`src/rtl/sample_pkg.sv`:
```
`default_nettype none
// ============================================================================
//  Module   : sample_pkg
//  Purpose  : Shared FSM state and steer-code encoding for the sample
//             selector / demux pair, so both blocks decode sw/sw2 identically.
//  Revision : 1.0  initial release
// ============================================================================
package sample_pkg;

    localparam int DW_DEFAULT = 16;
    localparam int SW2_W      = 6;

    // Code 2'd3 is deliberately unused; the FSM recovers to ST_INIT from it.
    typedef enum logic [1:0] {
        ST_INIT = 2'd0,
        ST_CLR  = 2'd1,
        ST_RUN  = 2'd2
    } state_t;

    localparam logic [SW2_W-1:0] SW2_CH1A = 6'd0;
    localparam logic [SW2_W-1:0] SW2_CH2  = 6'd1;
    localparam logic [SW2_W-1:0] SW2_CH1B = 6'd2;

endpackage : sample_pkg
`default_nettype wire

```
`src/rtl/sample_steer_dec.sv`:
```
`default_nettype none
// ============================================================================
//  Module   : sample_steer_dec
//  Purpose  : Combinational decode of {sw, sw2} into a channel-1 select and a
//             burst-terminate flag. Shared with the sample selector.
//  Revision : 1.0  initial release
// ============================================================================
module sample_steer_dec
    import sample_pkg::*;
(
    input  logic             sw,
    input  logic [SW2_W-1:0] sw2,
    output logic             sel_ch1,
    output logic             term
);

    // Steered codes CH1A/CH1B go to channel 1; CH2 and every other code go to
    // channel 2. Pass-through (sw=0) always lands on channel 2.
    always_comb begin
        sel_ch1 = 1'b0;
        term    = sw;
        if (sw) begin
            if (sw2 == SW2_CH1A)
                sel_ch1 = 1'b1;
            else if (sw2 == SW2_CH2)
                sel_ch1 = 1'b0;
            else if (sw2 == SW2_CH1B)
                sel_ch1 = 1'b1;
            else
                sel_ch1 = 1'b0;
        end
    end

endmodule : sample_steer_dec
`default_nettype wire

```
`src/rtl/sample_demux.sv`:
```
`default_nettype none
// ============================================================================
//  Module   : sample_demux
//  Purpose  : Distributes one sample stream onto two registered output
//             channels, steered by sw/sw2, with a bounded pass-through burst
//             counter framing each burst.
//  Revision : 1.0  initial release
// ============================================================================
module sample_demux
    import sample_pkg::*;
#(
    parameter int DW       = DW_DEFAULT,
    parameter int LOOP_MAX = 100,
    parameter int CW       = 8,
    parameter int SEED     = 10
) (
    input  logic             clk,
    input  logic             rst,
    input  logic [DW-1:0]    in,
    input  logic             in_vld,
    output logic             in_rdy,
    input  logic             sw,
    input  logic [SW2_W-1:0] sw2,
    output logic [DW-1:0]    out1,
    output logic             out1_vld,
    output logic [DW-1:0]    out2,
    output logic             out2_vld,
    output logic [DW-1:0]    tag,
    output logic             burst_done
);

    localparam logic [CW-1:0] c_loop_max = CW'(LOOP_MAX);

    state_t        r_state;
    state_t        w_state_nxt;
    logic [CW-1:0] r_i;

    logic w_sel_ch1;
    logic w_term;
    logic w_ld1;
    logic w_ld2;
    logic w_inc;
    logic w_clr;
    logic w_ld_tag;
    logic w_done;
    logic w_rdy;

    sample_steer_dec u_dec (
        .sw      (sw),
        .sw2     (sw2),
        .sel_ch1 (w_sel_ch1),
        .term    (w_term)
    );

    // State register; reset drops straight back to INIT, discarding any burst.
    always_ff @(posedge clk or negedge rst) begin
        if (!rst)
            r_state <= ST_INIT;
        else
            r_state <= w_state_nxt;
    end

    // Next-state and per-cycle control decode. burst_done and in_rdy are
    // combinational from state so the terminating cycle refuses input itself.
    always_comb begin
        w_state_nxt = r_state;
        w_ld1       = 1'b0;
        w_ld2       = 1'b0;
        w_inc       = 1'b0;
        w_clr       = 1'b0;
        w_ld_tag    = 1'b0;
        w_done      = 1'b0;
        w_rdy       = 1'b0;
        case (r_state)
            ST_INIT: begin
                w_ld_tag    = 1'b1;
                w_state_nxt = ST_CLR;
            end
            ST_CLR: begin
                w_clr       = 1'b1;
                w_state_nxt = ST_RUN;
            end
            ST_RUN: begin
                if (r_i >= c_loop_max) begin
                    w_done      = 1'b1;
                    w_state_nxt = ST_CLR;
                end else begin
                    w_rdy = 1'b1;
                    if (in_vld) begin
                        if (w_term) begin
                            w_ld1       = w_sel_ch1;
                            w_ld2       = ~w_sel_ch1;
                            w_state_nxt = ST_INIT;
                        end else begin
                            w_ld2 = 1'b1;
                            w_inc = 1'b1;
                        end
                    end
                end
            end
            default: w_state_nxt = ST_INIT;
        endcase
    end

    // Loop counter: cleared in CLR, advanced once per accepted pass-through.
    always_ff @(posedge clk or negedge rst) begin
        if (!rst)
            r_i <= '0;
        else if (w_clr)
            r_i <= '0;
        else if (w_inc)
            r_i <= r_i + CW'(1);
    end

    // Output datapath: data registers hold, strobes pulse for one cycle.
    always_ff @(posedge clk or negedge rst) begin
        if (!rst) begin
            out1     <= '0;
            out2     <= '0;
            tag      <= '0;
            out1_vld <= 1'b0;
            out2_vld <= 1'b0;
        end else begin
            out1_vld <= w_ld1;
            out2_vld <= w_ld2;
            if (w_ld1)
                out1 <= in;
            if (w_ld2)
                out2 <= in;
            if (w_ld_tag)
                tag <= DW'(SEED);
        end
    end

    assign in_rdy     = w_rdy;
    assign burst_done = w_done;

endmodule : sample_demux
`default_nettype wire

```
`config.mk`:
```
export PLATFORM = sky130hd
export DESIGN_NAME = sample_demux
export DESIGN_NICKNAME = d
export VERILOG_FILES = /design/src/rtl/sample_pkg.sv /design/src/rtl/sample_steer_dec.sv /design/src/rtl/sample_demux.sv
export SDC_FILE = /design/constraint.sdc
export NUM_CORES = 1
export LEC_CHECK = 0
export ABC_AREA = 1
export CAP_MARGIN = 10
export CORE_AREA = 5 5 74 76
export CTS_CLUSTER_SIZE = 30
export DETAILED_ROUTE_END_ITERATION = 8
export DIE_AREA = 0 0 79 81
export PLACE_DENSITY = 0.86
export SETUP_SLACK_MARGIN = 0.05
export SKIP_CTS_REPAIR_TIMING = 1
export SLEW_MARGIN = 40
export SYNTH_ARGS = -nofsm -noshare
export SYNTH_HDL_FRONTEND = slang
export SYNTH_SLANG_ARGS = --single-unit
```
`constraint.sdc`:
```
create_clock -name clk -period 2.7 [get_ports clk]
set_input_delay 0.405 -clock clk [delete_from_list [all_inputs] [get_ports clk]]
set_output_delay 0.405 -clock clk [all_outputs]
set_load 0.02 [all_outputs]
```
==> impl_metrics.env <==
export IMPL_drtPass1Iterations=4
export IMPL_dr_total_vias=1803
export IMPL_antenna_found_initial=0
export IMPL_synthCells=253
export IMPL_grt_remaining_overflow=0
export IMPL_nets=342
export IMPL_worstReg2RegEnd="out1[11]$_DFFE_PN0P_"
export IMPL_antennaDiodeCount=0
export IMPL_cts_tree="yes"
export IMPL_start_util=0.468
export IMPL_period_share=0.886
export IMPL_wl_per_cell_um=13.3
export IMPL_hold_class="in2async"
export IMPL_synth_area_top_cells="dfrtp_1 (52%), nand2_1 (15%), nand3_1 (10%)"
export IMPL_numClockSinks=45
export IMPL_coreArea_sq_um=4660
export IMPL_gp_congestion=0.763
export IMPL_layout_commonest_cell="nand2_1"
export IMPL_p_total_mw=2.44
export IMPL_ys_ff_latch=45
export IMPL_synth_seq_area_share=0.516
export IMPL_path_class="reg2out"
export IMPL_cp_startpoint="r_i[3]$_DFFE_PN0P_"
export IMPL_leakagePower_nw=1.45
export IMPL_synth_area_leader_cell="dfrtp_1"
export IMPL_status="finished, final reports clean"
export IMPL_min_period_ns=2.39
export IMPL_path_clk_slew_ns=0.08
export IMPL_irDropWorstVdd_uv=503
export IMPL_htreeDepth=2
export IMPL_rows=25
export IMPL_yosys_warnings=0
export IMPL_clk_latency_ns=0.29
export IMPL_synth_area_per_cell_sq_um=8.62
export IMPL_fp_dieH_um=81
export IMPL_grt_max_degree=46
export IMPL_io_buffers=62
export IMPL_io_pins=78
export IMPL_drt_iter0_drc=69
export IMPL_final_cell_mix="nand2_1 (90), clkdlybuf4s50_1 (61), dfrtp_1 (45), nand3_1 (44), nor2_1 (17)"
export IMPL_rr_startpoint="r_state[1]$_DFFE_PN0P_"
export IMPL_area_delta_synth_final_pct=30.5
export IMPL_drc=0
export IMPL_worst_r2r_path_depth=6
export IMPL_finalHoldViolCount=0
export IMPL_cts_buffers=5
export IMPL_drv_slew=0
export IMPL_fp_dieW_um=79
export IMPL_worstMarginPinSlew_ns=0.565
export IMPL_yosysUniqueCellTypes=24
export IMPL_crit_required_ns=2.30
export IMPL_maxSlewHeadroom=0.623
export IMPL_track_usage=0.159
export IMPL_setup_viol=0
export IMPL_fin_worst_skew_ns=0.00581
export IMPL_cp_max_fo=6
export IMPL_synth_top_area_share=0.516
export IMPL_cts_max_path_buffers=2
export IMPL_regToRegSetupSlack_ns=1.01
export IMPL_endpoint_kind="output pin"
export IMPL_drt_total_wl_um=4910
export IMPL_detail_route_antenna_nets=0
export IMPL_maxCapViolations=0
export IMPL_rsz0062_at_grt="false"
export IMPL_drive_above_1_share=0.0698
export IMPL_syn_area_sq_um=2180
export IMPL_arrival_ns=1.99
export IMPL_tns_ns=0
export IMPL_critPathLaunchType="register"
export IMPL_vias_per_cell=4.89
export IMPL_grt_pass1_wl_um=7960
export IMPL_powerDensity_nw_per_um2=856
export IMPL_setup_worst_path_end="in_rdy"
export IMPL_dp_hpwl_um=3600
export IMPL_cts_root_buf="clkbuf_8"
export IMPL_fmax_mhz=418
export IMPL_grt_pass1_vias=1758
export IMPL_dieArea_sq_um=6400
==> final cells by class <==
type / count / area (sq um)
inverters: 15 / 56.3
clock buffers: 5 / 68.8
fillers: 403 / 1810
clock inverters: 3 / 22.5
multi-input cells: 184 / 880
repair buffers: 63 / 626
well taps: 54 / 67.6
flip-flops and latches: 45 / 1130
==> stage by stage <==
stage | util | cell area, sq um | setup slack [ns] | std cells | hold WS (ns)
2_1_floorplan | - | 2230 | 1.19 | 266 | 0.109
3_3_place_gp | 0.591 | 2750 | 0.658 | 361 | 0.454
3_5_place_dp | 0.591 | 2760 | 0.619 | 361 | 0.437
4_1_cts | 0.611 | 2850 | 0.290 | 369 | 0.113
5_1_grt | 0.611 | 2850 | 0.176 | 369 | 0.128
6_report | 0.611 | 2850 | 0.308 | 369 | 0.0957
==> synthesized netlist by cell type <==
| library cell | number |
|---|---|
| nand2_1 | 90 |
| dfrtp_1 | 45 |
| nand3_1 | 44 |
| nor2_1 | 17 |
| buf_4 | 16 |
| inv_1 | 12 |
| buf_6 | 3 |
| inv_2 | 3 |
| buf_2 | 2 |
| ha_1 | 2 |
| nand2_4 | 2 |
| nor2_4 | 2 |
| nor2_8 | 2 |
| o21bai_1 | 2 |
| xor2_1 | 2 |
| a21oi_1 | 1 |
| clkbuf_1 | 1 |
| conb_1 | 1 |
| nand2_2 | 1 |
| nand3_2 | 1 |
| nand4_1 | 1 |
| nand4_4 | 1 |
| o21ai_0 | 1 |
| xnor2_1 | 1 |
==> report_power, final <==
part	switching [mW]	internal [mW]	leakage (nW)	total, mW
Combinational	0.606	0.426	0.810	1.03
Sequential	0.134	0.854	0.590	0.988
Clock	0.233	0.184	0.0481	0.417
==> registers in the layout, indices dropped and copies added, names as in the netlist <==
register,count
r_i,8
out1,16
tag,1
out1_vld,1
out2,16
out2_vld,1
r_state,2
==> worst max-delay path, cell delays in order (launching register included) <==
cell and delay (ns):
dfrtp_1 0.45, nor2_1 0.11, nand2_1 0.07, nand2_2 0.11, nand2_4 0.11, nor2_1 0.20, clkdlybuf4s50_1 0.65
==> layer usage <==
metal,wire (um),GRT usage
met5,0,0
met4,63,0.0584
met3,277,0.0399
met2,2550,0.273
met1,2020,0.194
==> worst min path at each step <==
stage	from	to	cells past startpoint
global placement	out2[12]$_DFFE_PN0P_	out2[12]$_DFFE_PN0P_	2
global route	rst	tag[1]$_DFFE_PN0N_	1
CTS	rst	out1[4]$_DFFE_PN0P_	1
floorplan	rst	out1[0]$_DFFE_PN0P_	0
finish	rst	tag[1]$_DFFE_PN0N_	1
detailed placement	rst	r_state[0]$_DFFE_PN0P_	1
==> kinds of logic after synthesis <==
family | synth area share
AOI/OAI and AO/OA | 0.0115
xor gates and xnor gates | 0.0121
adders and majority gates | 0.0115
buffers and inverters | 0.103
DFF | 0.516
other | 0.00172
and+or+nand+nor | 0.344
No activity file was read; power rests on OpenSTA's default activity.
